### config.mk
export PLATFORM = sky130hd
export DESIGN_NAME = audio_frontend_mc
export DESIGN_NICKNAME = d
export VERILOG_FILES = /design/src/rtl/audio_fe_pkg.sv /design/src/rtl/audio_frontend_mc_i2s_lj_rx.sv /design/src/rtl/audio_frontend_mc.sv
export SDC_FILE = /design/constraint.sdc
export NUM_CORES = 1
export LEC_CHECK = 0
export BUFFER_PORTS_ARGS = -buffer_cell sky130_fd_sc_hd__buf_4
export CAP_MARGIN = 15
export CORE_MARGIN = 10
export CORE_UTILIZATION = 51
export DETAILED_ROUTE_END_ITERATION = 10
export PLACE_DENSITY = 0.68
export SYNTH_ARGS = -nofsm -noshare
export SYNTH_HDL_FRONTEND = slang
export SYNTH_SLANG_ARGS = --single-unit
### constraint.sdc
create_clock -name AUD_BCLK -period 6.7 [get_ports AUD_BCLK]
set_input_delay 0.67 -clock AUD_BCLK [delete_from_list [all_inputs] [get_ports AUD_BCLK]]
set_output_delay 0.67 -clock AUD_BCLK [all_outputs]
set_load 0.05 [all_outputs]
### src/rtl/audio_fe_pkg.sv
// Shared types and helpers for the multi-channel codec audio front end.
// Sample helpers work on values sign-extended to MAX_W bits.
package audio_fe_pkg;

    typedef logic chan_t;

    localparam chan_t CH_LEFT  = 1'b0;
    localparam chan_t CH_RIGHT = 1'b1;

    localparam int MAX_W = 24;

    typedef enum logic {
        RX_IDLE,
        RX_SHIFT
    } rx_state_t;

    function automatic int decim_shift(input int d);
        return $clog2(d);
    endfunction

    // |x| for a w-bit two's complement value; the most negative code clamps.
    function automatic logic [MAX_W-1:0] abs_sat(
        input logic signed [MAX_W-1:0] x,
        input int                      w
    );
        int v;
        int lim;
        v   = int'(x);
        lim = (1 << (w - 1)) - 1;
        if (v < 0) begin
            v = -v;
        end
        if (v > lim) begin
            v = lim;
        end
        return MAX_W'(v);
    endfunction

endpackage

### src/rtl/audio_frontend_mc_i2s_lj_rx.sv
// Left-justified serial receiver: LRCK edge detect, MSB-first shift,
// word strobe on the W-th bit and a pulse when an edge cuts a word short.
module i2s_lj_rx
    import audio_fe_pkg::*;
#(
    parameter int W        = 16,
    parameter int CHANNELS = 1
) (
    input  logic         AUD_BCLK,
    input  logic         rst_n,
    input  logic         i_lrck,
    input  logic         i_dat,
    output logic         o_word_valid,
    output logic [W-1:0] o_word,
    output logic         o_chan,
    output logic         o_short_pulse
);

    localparam int CW = $clog2(W + 1);

    rx_state_t     r_state;
    rx_state_t     w_state_nx;
    logic          r_seen;
    logic          r_lrck_d;
    logic [CW-1:0] r_cnt;
    logic [W-2:0]  r_sh;
    chan_t         r_chan;
    logic          r_word_valid;
    logic [W-1:0]  r_word;
    chan_t         r_word_chan;
    logic          r_short;

    logic w_edge;
    logic w_take;
    logic w_last;

    // r_seen masks the level difference left over from reset
    assign w_edge = r_seen && (i_lrck != r_lrck_d);
    assign w_take = i_lrck || (CHANNELS == 2);
    assign w_last = (r_state == RX_SHIFT)
                 && (r_cnt == CW'(W - 1));

    always_ff @(posedge AUD_BCLK or negedge rst_n) begin
        if (!rst_n) begin
            r_state <= RX_IDLE;
        end else begin
            r_state <= w_state_nx;
        end
    end

    always_comb begin
        w_state_nx = r_state;
        if (w_edge) begin
            w_state_nx = w_take ? RX_SHIFT : RX_IDLE;
        end else if (w_last) begin
            w_state_nx = RX_IDLE;
        end
    end

    always_ff @(posedge AUD_BCLK or negedge rst_n) begin
        if (!rst_n) begin
            r_seen       <= 1'b0;
            r_lrck_d     <= 1'b0;
            r_cnt        <= '0;
            r_sh         <= '0;
            r_chan       <= CH_LEFT;
            r_word_valid <= 1'b0;
            r_word       <= '0;
            r_word_chan  <= CH_LEFT;
            r_short      <= 1'b0;
        end else begin
            r_seen       <= 1'b1;
            r_lrck_d     <= i_lrck;
            r_word_valid <= 1'b0;
            r_short      <= w_edge && (r_state == RX_SHIFT);
            if (w_edge) begin
                r_cnt  <= CW'(1);
                r_sh   <= (W-1)'(i_dat);
                r_chan <= i_lrck ? CH_LEFT : CH_RIGHT;
            end else if (r_state == RX_SHIFT) begin
                r_cnt <= r_cnt + 1'b1;
                r_sh  <= {r_sh[W-3:0], i_dat};
                if (w_last) begin
                    r_word_valid <= 1'b1;
                    r_word       <= {r_sh, i_dat};
                    r_word_chan  <= r_chan;
                end
            end
        end
    end

    assign o_word_valid  = r_word_valid;
    assign o_word        = r_word;
    assign o_chan        = r_word_chan;
    assign o_short_pulse = r_short;

endmodule

### src/rtl/audio_frontend_mc.sv
// Codec ADC front end: per-channel boxcar decimation, one-word output
// register with drop accounting, and per-channel peak-hold meters.
module audio_frontend_mc
    import audio_fe_pkg::*;
#(
    parameter int W           = 16,
    parameter int CHANNELS    = 1,
    parameter int DECIM       = 4,
    parameter int PEAK_HOLD   = 1024,
    parameter int DECAY_SHIFT = 4
) (
    input  logic                  AUD_BCLK,
    input  logic                  rst_n,
    input  logic                  adclrck,
    input  logic                  adcdat,
    output logic                  y_valid,
    input  logic                  y_ready,
    output logic [W-1:0]          y_data,
    output logic                  y_chan,
    output logic [CHANNELS*W-1:0] peak_level,
    output logic [15:0]           overflow_cnt,
    output logic [15:0]           short_cnt
);

    localparam int DECIM_SHIFT = decim_shift(DECIM);
    localparam int AW = W + DECIM_SHIFT;
    localparam int CW = (DECIM_SHIFT > 0) ? DECIM_SHIFT : 1;
    localparam int HW = $clog2(PEAK_HOLD + 1);

    logic         w_word_valid;
    logic [W-1:0] w_word;
    chan_t        w_chan;
    logic         w_short;

    i2s_lj_rx #(
        .W        (W),
        .CHANNELS (CHANNELS)
    ) u_rx (
        .AUD_BCLK      (AUD_BCLK),
        .rst_n         (rst_n),
        .i_lrck        (adclrck),
        .i_dat         (adcdat),
        .o_word_valid  (w_word_valid),
        .o_word        (w_word),
        .o_chan        (w_chan),
        .o_short_pulse (w_short)
    );

    logic signed [W-1:0]  w_word_s;
    logic signed [AW-1:0] w_ext;
    logic [CHANNELS-1:0]  w_fire;
    logic [W-1:0]         w_mean [CHANNELS];
    logic [W-1:0]         w_sel;

    assign w_word_s = w_word;
    assign w_ext    = w_word_s;

    logic         r_dec_valid;
    logic [W-1:0] r_dec_data;
    chan_t        r_dec_chan;

    logic signed [W-1:0]     w_dec_s;
    logic signed [MAX_W-1:0] w_dec_x;
    logic [MAX_W-1:0]        w_abs;

    assign w_dec_s = r_dec_data;
    assign w_dec_x = w_dec_s;
    assign w_abs   = abs_sat(w_dec_x, W);

    for (genvar c = 0; c < CHANNELS; c++) begin : g_ch
        logic signed [AW-1:0] r_acc;
        logic [CW-1:0]        r_cnt;
        logic signed [AW-1:0] w_sum;
        logic signed [AW-1:0] w_shr;
        logic                 w_hit;

        assign w_hit = w_word_valid && (w_chan == chan_t'(c));
        assign w_sum = r_acc + w_ext;
        assign w_shr = w_sum >>> DECIM_SHIFT;
        assign w_mean[c] = W'(w_shr);
        assign w_fire[c] = w_hit
                        && (r_cnt == CW'(DECIM - 1));

        always_ff @(posedge AUD_BCLK or negedge rst_n) begin
            if (!rst_n) begin
                r_acc <= '0;
                r_cnt <= '0;
            end else if (w_hit) begin
                if (w_fire[c]) begin
                    r_acc <= '0;
                    r_cnt <= '0;
                end else begin
                    r_acc <= w_sum;
                    r_cnt <= r_cnt + 1'b1;
                end
            end
        end

        logic [W-1:0]  r_peak;
        logic [HW-1:0] r_hold;
        logic [W-1:0]  w_step;
        logic          w_upd;

        // decay always makes progress, even when peak>>shift is zero
        assign w_step = ((r_peak >> DECAY_SHIFT) == '0)
                      ? W'(1) : (r_peak >> DECAY_SHIFT);
        assign w_upd  = r_dec_valid
                     && (r_dec_chan == chan_t'(c));

        always_ff @(posedge AUD_BCLK or negedge rst_n) begin
            if (!rst_n) begin
                r_peak <= '0;
                r_hold <= '0;
            end else if (w_upd) begin
                if (w_abs >= MAX_W'(r_peak)) begin
                    r_peak <= W'(w_abs);
                    r_hold <= HW'(PEAK_HOLD);
                end else if (r_hold != '0) begin
                    r_hold <= r_hold - 1'b1;
                end else if (r_peak != '0) begin
                    r_peak <= r_peak - w_step;
                end
            end
        end

        assign peak_level[c*W +: W] = r_peak;
    end

    always_comb begin
        w_sel = '0;
        for (int c = 0; c < CHANNELS; c++) begin
            if (w_fire[c]) begin
                w_sel = w_mean[c];
            end
        end
    end

    always_ff @(posedge AUD_BCLK or negedge rst_n) begin
        if (!rst_n) begin
            r_dec_valid <= 1'b0;
            r_dec_data  <= '0;
            r_dec_chan  <= CH_LEFT;
        end else begin
            r_dec_valid <= |w_fire;
            if (|w_fire) begin
                r_dec_data <= w_sel;
                r_dec_chan <= w_chan;
            end
        end
    end

    logic         r_y_valid;
    logic [W-1:0] r_y_data;
    chan_t        r_y_chan;
    logic [15:0]  r_ovf;
    logic [15:0]  r_short_cnt;

    // a word arriving on a handshake cycle replaces the departing one
    always_ff @(posedge AUD_BCLK or negedge rst_n) begin
        if (!rst_n) begin
            r_y_valid   <= 1'b0;
            r_y_data    <= '0;
            r_y_chan    <= CH_LEFT;
            r_ovf       <= '0;
            r_short_cnt <= '0;
        end else begin
            if (r_dec_valid) begin
                if (!r_y_valid || y_ready) begin
                    r_y_valid <= 1'b1;
                    r_y_data  <= r_dec_data;
                    r_y_chan  <= r_dec_chan;
                end else if (r_ovf != 16'hFFFF) begin
                    r_ovf <= r_ovf + 16'd1;
                end
            end else if (r_y_valid && y_ready) begin
                r_y_valid <= 1'b0;
            end
            if (w_short && (r_short_cnt != 16'hFFFF)) begin
                r_short_cnt <= r_short_cnt + 16'd1;
            end
        end
    end

    assign y_valid      = r_y_valid;
    assign y_data       = r_y_data;
    assign y_chan       = r_y_chan;
    assign overflow_cnt = r_ovf;
    assign short_cnt    = r_short_cnt;

endmodule

# --- Word-level counts from Yosys, hierarchy flattened ---
# Cells that the tools add are included.
totals:
  reg_bits: 158
  input_bits: 5
  output_inout_bits: 66
  elab_cells: 92
classes:
  addsub: 8
  n_lt_le_gt_ge: 3
  n_eq_ne: 7
  n_mux: 24
  bitwise: 4
  n_reduce_logical: 24
op_table:
  columns: ["operator", "count"]
  rows:
  - ["$mux W16", 3]
  - ["$add A16 B1 Y16 const B", 2]
  - ["$gt A32 B16 Y1 const B", 1]
  - ["$mux W32", 1]
  - ["$ne A16 B16 Y1 const B", 2]
  - ["$neg A16 Y32", 1]
  - ["$mux W15", 2]
  - ["$ge A24 B16 Y1", 1]
  - ["$mux W24", 1]
  - ["$mux W11", 2]
  - ["$add A18 B16 Y18", 1]
  - ["$mux W18", 1]
  - ["$logic_not A16 Y1", 1]
  - ["$lt A16 B1 Y1 const B", 1]
  - ["$reduce_bool A16 Y1", 1]
  - ["$sub A16 B12 Y16", 1]
  - ["$mux W12", 1]
  - ["$reduce_bool A11 Y1", 1]
  - ["$sub A11 B1 Y11 const B", 1]
  - ["$mux W1", 10]
  - ["$mux W5", 2]
  - ["$reduce_bool A2 Y1", 5]
  - ["$reduce_and A3 Y1", 3]
  - ["$logic_and A1 B1 Y1", 8]
  - ["other kinds (12)", 17]

# --- Depth between registers and ports, before layout ---
# Gate-level depths: netlist of the first run.
depth:
  ltp_word: 7
  mapped_depth: 17
  mapped_depth_nobuf: 15

# --- Hierarchy ---
# Synthesis of the first run repeated with hierarchy kept, for this count alone.
hier_totals:
  hier_cells: 854
  hier_area_um2: 8728.4
modules_own_cells:
  columns: ["module", "instances", "cells_each", "area_per_inst_um2", "seq_area_each_um2"]
  rows:
  - ["audio_frontend_mc", 1, 732, 6976.7, 2877.8]
  - ["i2s_lj_rx", 1, 122, 1751.7, 1076.0]

# --- Worst setup path after synthesis of the first run ---
# Ideal clock, no wire load.
synth_path:
  path_type: "reg-to-reg"
  start: "register r_dec_data[3]"
  end: "register g_ch[0].r_peak[6] (netlist: peak_level[6])"
  setup_ns: 0.138
  arrival_ns: 3.907
  setup_slack_ns: 2.655
  stages_incl_launch_ff: 16
  n_path_buf: 2
  period_less_slack_ns: 4.045
  cell_sequence: "dfrtp_1 > or4_1 > or4_1 > o21a_1 > xnor2_1 > nand2_1 > ha_1 > a21o_1 > a21o_1 > a211oi_1 > o21a_1 > and2_1 > clkbuf_1 > buf_1 > mux2i_1 > o22ai_1"
synth_between:
  elab_chain_len: 7
  word_cells_on_any_way: 10
  classes_between: "add/sub (1); order compare (3); eq/ne (1); mux (3); reduce/logical (2)"
synth_lines:
  columns: ["element", "line", "text"]
  rows:
  - ["from (decl)", "audio_frontend_mc.sv:59", "logic [W-1:0] r_dec_data;"]
  - ["from (signal assigned)", "audio_frontend_mc.sv:146", "r_dec_data <= w_sel;"]
  - ["$neg A16 Y32 / $lt A16 B1 Y1 (equally long branches)", "audio_fe_pkg.sv:31, audio_fe_pkg.sv:30", null]
  - ["$mux W32 (*)", "audio_fe_pkg.sv:30", "if (v < 0) begin"]
  - ["$gt A32 B16 Y1", "audio_fe_pkg.sv:33", "if (v > lim) begin"]
  - ["$mux W24 (*)", "audio_fe_pkg.sv:33", null]
  - ["$ge A24 B16 Y1", "audio_frontend_mc.sv:115", "if (w_abs >= MAX_W'(r_peak)) begin"]
  - ["$ne A2 B2 Y1 (no source line) / $reduce_bool A2 Y1 (equally long branches)", null, null]
  - ["$reduce_and A3 Y1 (no source line)", null, null]
  - ["to (signal assigned)", "audio_frontend_mc.sv:116", "r_peak <= W'(w_abs);"]
  - ["to (signal assigned)", "audio_frontend_mc.sv:121", "r_peak <= r_peak - w_step;"]
  - ["to (decl)", "audio_frontend_mc.sv:99", "logic [W-1:0] r_peak;"]
# Every way passes the cells marked *; elsewhere a longest branch is shown, timed or not.
# A chain may end at the register's enable or synchronous reset.

# --- Final worst setup path of the first run ---
layout_path:
  start: "register r_dec_data[3]"
  end: "register g_ch[0].r_peak[14] (netlist: peak_level[14])"
# Same word-level chain as after synthesis.

==> results of run 1 <==
## per-layer routing
metal,wire [microns],vias to the layer above
li1,-,3293
met1,8880,3153
met2,9210,103
met3,659,17
met4,270,0
met5,0,-
## sequential cells by signal, summed over array words and instances, names as in the netlist, 15 cells and up
signal and count:
u_rx.r_sh 15, short_cnt 16, overflow_cnt 16, y_data 16, u_rx.o_word 16, g_ch.r_acc 18, peak_level 16, r_dec_data 16
## worst max-delay path: stages (launching register included)
cell and delay [ns]:
dfrtp_1 0.44, or4_1 0.63, nor4_1 0.48, nand3_1 0.40
o21ai_0 0.26, ha_1 0.23, o21ai_0 0.09, o21ai_0 0.21
o211ai_1 0.23, a21oi_1 0.93, nor3_1 0.10, a311oi_1 0.30
## cell type report
class,instances,area (sq um),area share
clock buffer,17,425,0.0422
clock inverter,15,134,0.0133
inverter,38,143,0.0142
multi-input combinational,663,4600,0.456
sequential,158,3950,0.393
tap,225,282,0.0280
timing repair buffer,71,537,0.0533
## metrics by stage
stage,total power [mW],util,instance area [sq um],setup WS [ns]
floorplan,1.15,-,8810,2.65
global placement,1.21,0.556,9510,2.45
detailed placement,1.21,0.556,9510,2.34
CTS,2.13,0.588,10100,2.31
global route,2.20,0.588,10100,1.82
finish,2.11,0.588,10100,2.28
## synthesized netlist by cell type, types with 3 or more instances
| cell | count | share of area |
|---|---|---|
| and2_1 | 7 | 0.0050 |
| or3_1 | 8 | 0.0057 |
| or2_2 | 3 | 0.0021 |
| nand3_1 | 16 | 0.0091 |
| a21o_1 | 20 | 0.017 |
| clkbuf_1 | 26 | 0.011 |
| ha_1 | 52 | 0.074 |
| mux2_2 | 36 | 0.046 |
| nor2_1 | 69 | 0.029 |
| o21ai_0 | 56 | 0.032 |
| or4_1 | 3 | 0.0026 |
| a2bb2oi_1 | 4 | 0.0040 |
| and3_1 | 14 | 0.0099 |
| a31oi_1 | 8 | 0.0057 |
| nor2b_1 | 11 | 0.0078 |
| nand2_1 | 87 | 0.037 |
| a211oi_1 | 9 | 0.0077 |
| and4_1 | 3 | 0.0030 |
| nor3b_1 | 3 | 0.0026 |
| inv_1 | 38 | 0.016 |
| nor3_1 | 21 | 0.012 |
| mux2i_1 | 25 | 0.028 |
| nand4_1 | 17 | 0.012 |
| xnor2_1 | 40 | 0.040 |
| o211ai_1 | 8 | 0.0068 |
| a211o_1 | 4 | 0.0040 |
| nor4_1 | 8 | 0.0057 |
| o21a_1 | 8 | 0.0068 |
| buf_1 | 3 | 0.0013 |
| o22ai_1 | 8 | 0.0057 |
| dfrtp_1 | 158 | 0.45 |
| or4_4 | 3 | 0.0038 |
| o31ai_1 | 10 | 0.0085 |
| nand2b_1 | 15 | 0.011 |
| xor2_1 | 25 | 0.025 |
| a21oi_1 | 27 | 0.015 |
## power by group through the flow
stage               combinational, mW  sequential (mW)  clock (mW)
CTS                             0.162             1.03       0.939
floorplan                      0.0749             1.08           0
finish                          0.158             1.03       0.917
global placement                0.158             1.05           0
global route                    0.176             1.04       0.983
detailed placement              0.161             1.05           0
## final timing paths
path | startpoint | endpoint | slack, ns | depth (start not counted)
worst min register to register | g_ch[0].r_hold[1]$_DFFE_PN0P_ | g_ch[0].r_hold[1]$_DFFE_PN0P_ | 0.48 | 1
max in group asynchronous | rst_n | u_rx.r_sh[4]$_DFFE_PN0P_ | 4.95 | 2
worst min-delay path | rst_n | g_ch[0].r_hold[4]$_DFFE_PN0P_ | 0.32 | 1
min in group AUD_BCLK | adclrck | u_rx.r_lrck_d$_DFF_PN0_ | 0.39 | 1
worst max-delay path | r_dec_data[3]$_DFFE_PN0P_ | peak_level[14]$_DFFE_PN0P_ | 2.28 | 11
worst max register to register | r_dec_data[3]$_DFFE_PN0P_ | peak_level[14]$_DFFE_PN0P_ | 2.28 | 11
## kinds of logic after synthesis
family | after synthesis | synth area share
flip-flops | 158 | 0.449
adder cells (fa/ha/maj) | 54 | 0.0784
AND/OR/NAND/NOR | 298 | 0.170
AO/OA/AOI/OAI | 183 | 0.133
multiplexers | 61 | 0.0744
XOR/XNOR | 65 | 0.0646
buffers and inverters | 68 | 0.0298
other | 2 | 0.000852
==> flow_summary.json, run 1 <==
{
  "pin_count": 71,
  "fin_crit_ns": 4.42,
  "fin_cells": 1187,
  "p_clk_frac": 0.435,
  "gr-usage-met2": 0.273,
  "synth-async-reset-ratio": 1.00,
  "critPathKind": "reg -> reg",
  "grt_pass1_vias": 6372,
  "firstDrtPassIters": 4,
  "post-cts-setup-buffer-count": 0,
  "grt_use_met1": 0.228,
  "hold_buffers": 0,
  "fp.dieW_microns": 151,
  "syn_inst": 889,
  "row_count": 48,
  "maxSlewViolCount": 0,
  "grt-ovfl-total": 0,
  "antenna_cells": 0,
  "dp_hpwl_microns": 14000,
  "p_switching_uw": 542,
  "end_kind": "register",
  "nets": 1008,
  "yosys_warnings": 0,
  "p_per_area_mw_per_mm2": 209,
  "hold_path.class": "in -> async",
  "antenna_found_initial": 0,
  "drt_iter0_markers": 276,
  "fillers": 1497,
  "finalSetupTns_ns": 0,
  "p_leak_nw": 4.98,
  "wire_per_inst_microns": 16.0,
  "io_buffers": 70,
  "mostFrequentLayoutCells": "158 x dfrtp_1, 87 x nand2_1, 70 x buf_4",
  "htree_levels": 4,
  "clockBufferDepth": 2,
  "hold_ws_ns": 0.320,
  "synth_edf_count": 0,
  "syn_avg_cell_area_sq_um": 9.91,
  "finalHoldViolCount": 0,
  "drive_above_1_share": 0.155,
  "rsz0062_at_grt": "false",
  "max_freq_mhz": 226,
  "met3_usage": 0.0339,
  "initial_utilization": 0.515,
  "cp_max_fo": 14,
  "worstMarginPinSlew_ns": 1.11,
  "die_area_sq_mm": 0.0229,
  "finalClockSkew_ns": 0.0118,
  "drc": 0,
  "place_congestion": 0.855,
  "syn_nets": 948,
  "ys_types": 63,
  "layout_commonest_cell": "dfrtp_1",
  "clk_latency_ns": 0.42,
  "finalSetupViolCount": 0,
  "ys.flop_type": "dfrtp_1",
  "ys_seq_area_frac": 0.449,
  "area_delta_synth_final_pct": 14.3,
  "crit_path_start_kind": "register",
  "status": "completed",
  "yosys_register_bits": 158,
  "drtAntennaViolNets": 0,
  "core_sq_mm": 0.0171,
  "max_slew_margin": 0.257,
  "num_vias": 6566,
  "p_int_mw": 1.57,
  "ir_worst_vdd_uv": 196,
  "grt_max_degree": 86,
  "drt-total-wl_microns": 19000,
  "root_buffer": "clkbuf_16",
  "seq_power_share": 0.490,
  "cap_violations": 0,
  "cts_made_buffers": 17,
  "busiest_layer": "met2",
  "worstPathRequired_ns": 7.01,
  "syn_area_sq_mm": 0.00881,
  "post-place-cells": 1155,
  "cts_sinks": 158,
  "period_share": 0.660,
  "routed_via_density": 5.53,
  "clkTransAtPathRegs_ns": 0.06,
  "grt_util_all_layers": 0.171,
  "cts_tree": "yes",
  "cp.arrival_ns": 4.73,
  "chipHeight_microns": 151,
  "grt_pass1_wl_microns": 32000,
  "combPwrFrac": 0.075,
  "netSwitchingFraction": 0.257,
  "ctsResizeCount": 0
}
Note: power is estimated with default switching activity, not from simulation.
==> inputs of run 2 (changes only) <==
--- a/config.mk
+++ b/config.mk
@@ -10,7 +10,7 @@
 export CORE_MARGIN = 10
 export CORE_UTILIZATION = 51
 export DETAILED_ROUTE_END_ITERATION = 10
-export PLACE_DENSITY = 0.68
+export PLACE_DENSITY = 0.7
 export SYNTH_ARGS = -nofsm -noshare
 export SYNTH_HDL_FRONTEND = slang
 export SYNTH_SLANG_ARGS = --single-unit
==> constraint.sdc (replaced) <==
create_clock -name AUD_BCLK -period 3.7 [get_ports AUD_BCLK]
set_input_delay 0.37 -clock AUD_BCLK [delete_from_list [all_inputs] [get_ports AUD_BCLK]]
set_output_delay 0.37 -clock AUD_BCLK [all_outputs]
set_load 0.05 [all_outputs]
==> flow_summary.json, run 2 (same netlist as run 1, synthesis figures left out) <==
{
  "reg2reg_from": "r_dec_data[2]$_DFFE_PN0P_",
  "drt_iter0_markers": 349,
  "period_share": 0.992,
  "worstPathRequired_ns": 3.97,
  "worst_r2r_path_depth": 14,
  "p_int_mw": 3.08,
  "cts_tree": "yes",
  "grt_pass1_wl_microns": 33100,
  "top_register": "g_ch.r_acc",
  "timing.rr.end": "peak_level[3]$_DFFE_PN0P_",
  "hold_ws_ns": 0.0819,
  "cts_sinks": 158,
  "root_buffer": "clkbuf_16",
  "nets": 1040,
  "p_leak_nw": 5.19,
  "grt_pass1_vias": 6774,
  "routed_via_density": 5.64,
  "critPathKind": "reg -> reg",
  "min_path_cells": 1,
  "firstDrtPassIters": 5,
  "p_switching_uw": 977,
  "core_sq_mm": 0.0171,
  "fp.dieW_microns": 151,
  "initial_utilization": 0.515,
  "finalClockSkew_ns": 0.0151,
  "io_buffers": 70,
  "max_freq_mhz": 273,
  "p_clk_frac": 0.466,
  "clkTransAtPathRegs_ns": 0.07,
  "combPwrFrac": 0.077,
  "rrSetupSlack_ns": 0.03,
  "hold_path.class": "in -> reg",
  "netSwitchingFraction": 0.241,
  "finalSetupViolCount": 0,
  "crit_path_start_kind": "register",
  "largest_reg_flops": 18,
  "slowest_delay_ns": 0.55,
  "area_delta_synth_final_pct": 20.1,
  "maxSlewViolCount": 0,
  "end_kind": "register",
  "row_count": 48,
  "dp_hpwl_microns": 14500,
  "layout_commonest_cell": "dfrtp_1",
  "total_power_mw": 4.05,
  "max_slew_margin": 0.362,
  "cp_max_fo": 8,
  "num_vias": 6867,
  "pin_count": 71,
  "grt_max_degree": 66,
  "cap_violations": 0,
  "die_area_sq_mm": 0.0229,
  "grt-ovfl-total": 0,
  "mostFrequentLayoutCells": "158 x dfrtp_1, 96 x buf_4, 87 x nand2_1",
  "clk_latency_ns": 0.43,
  "antenna_found_initial": 0,
  "clockBufferDepth": 2,
  "min_to": "u_rx.r_lrck_d$_DFF_PN0_",
  "chipHeight_microns": 151,
  "ir_worst_vdd_uv": 317,
  "drt-total-wl_microns": 19900,
  "status": "completed",
  "crit_chain": "or4_4, or4_4, o21a_1, xnor2_1, nand2_1, ha_4, a21o_1, a21o_1, a211oi_2, o21a_1, and2_4, buf_12, mux2i_1, o22ai_1",
  "seq_power_share": 0.458,
  "p_per_area_mw_per_mm2": 383,
  "fin_crit_ns": 3.67,
  "worstHoldStart": "adclrck",
  "drive_above_1_share": 0.202,
  "antenna_cells": 0,
  "worstMarginPinSlew_ns": 0.945,
  "place_congestion": 0.844,
  "grt_util_all_layers": 0.178,
  "cts_made_buffers": 17,
  "htree_levels": 4,
  "critPathSlowestCell": "or4_4",
  "drtAntennaViolNets": 0,
  "drc": 0,
  "cp.arrival_ns": 3.94,
  "finalHoldViolCount": 0,
  "wire_per_inst_microns": 16.3
}
==> run 2: power groups by stage <==
stage | registers, mW | clock network [mW] | logic (mW)
4_1_cts | 1.86 | 1.92 | 0.318
5_1_grt | 1.87 | 1.99 | 0.349
3_3_place_gp | 1.88 | 0 | 0.308
3_5_place_dp | 1.89 | 0 | 0.315
2_1_floorplan | 1.95 | 0 | 0.136
6_report | 1.85 | 1.89 | 0.311
==> run 2: worst max-delay path by stage <==
stage,end,startpoint,cells past startpoint
6_report,peak_level[3]$_DFFE_PN0P_,r_dec_data[2]$_DFFE_PN0P_,14
5_1_grt,peak_level[14]$_DFFE_PN0P_,r_dec_data[3]$_DFFE_PN0P_,14
4_1_cts,peak_level[2]$_DFFE_PN0P_,r_dec_data[5]$_DFFE_PN0P_,14
3_5_place_dp,peak_level[2]$_DFFE_PN0P_,r_dec_data[5]$_DFFE_PN0P_,14
3_3_place_gp,g_ch[0].r_hold[0]$_DFFE_PN0P_,r_dec_data[5]$_DFFE_PN0P_,14
2_1_floorplan,peak_level[6]$_DFFE_PN0P_,r_dec_data[3]$_DFFE_PN0P_,15
==> run 2: stage by stage <==
step / instances / worst slack [ns] / TNS, ns / cell area (sq um) / utilization
2_1_floorplan: 889 / 0.00245 / 0 / 8830 / -
3_3_place_gp: 1178 / 0.0569 / 0 / 9710 / 0.567
3_5_place_dp: 1178 / 0.000241 / 0 / 9710 / 0.567
4_1_cts: 1210 / 0.00981 / 0 / 10400 / 0.605
5_1_grt: 1218 / -0.0693 / -0.683 / 10600 / 0.618
6_report: 1218 / 0.0303 / 0 / 10600 / 0.618
==> run 2: what timing repair did <==
| action | 4_1_cts | 5_1_grt |
|---|---|---|
| hold endpoints to repair | 50 | 0 |
| resized for setup | 1 | 33 |
| setup buffers | 0 | 6 |
| cloned | 0 | 2 |
| pin swaps | 0 | 16 |
| setup endpoints to repair | 2 | 27 |
| hold buffers | 1 | 0 |
==> run 2: area by class of cell <==
cell class | instances | area (sq um)
well taps | 225 | 282
fillers | 1405 | 6530
clock buffers | 20 | 457
flip-flops and latches | 158 | 3950
repair buffers | 103 | 830
clock inverters | 11 | 180
inverters | 38 | 143
multi-input cells | 663 | 4740
==> run 2: worst max-delay path: cells and delay by family, from the launching register on <==
kind / cells / cell delay, ns
adders and majority gates: 1 / 0.27
xor gates and xnor gates: 1 / 0.21
DFF: 1 / 0.37
AOI/OAI and AO/OA: 6 / 1.01
buffers and inverters: 1 / 0.13
muxes: 1 / 0.20
and+or+nand+nor: 4 / 1.34
==> run 2: metal layers <==
layer  track usage  vias to the layer above  part of all wire
met5             0                        -                 0
met4        0.0756                        0             0.022
met3        0.0273                       28             0.045
met2         0.296                      153              0.49
met1         0.225                     3327              0.45
li1              -                     3359                 -
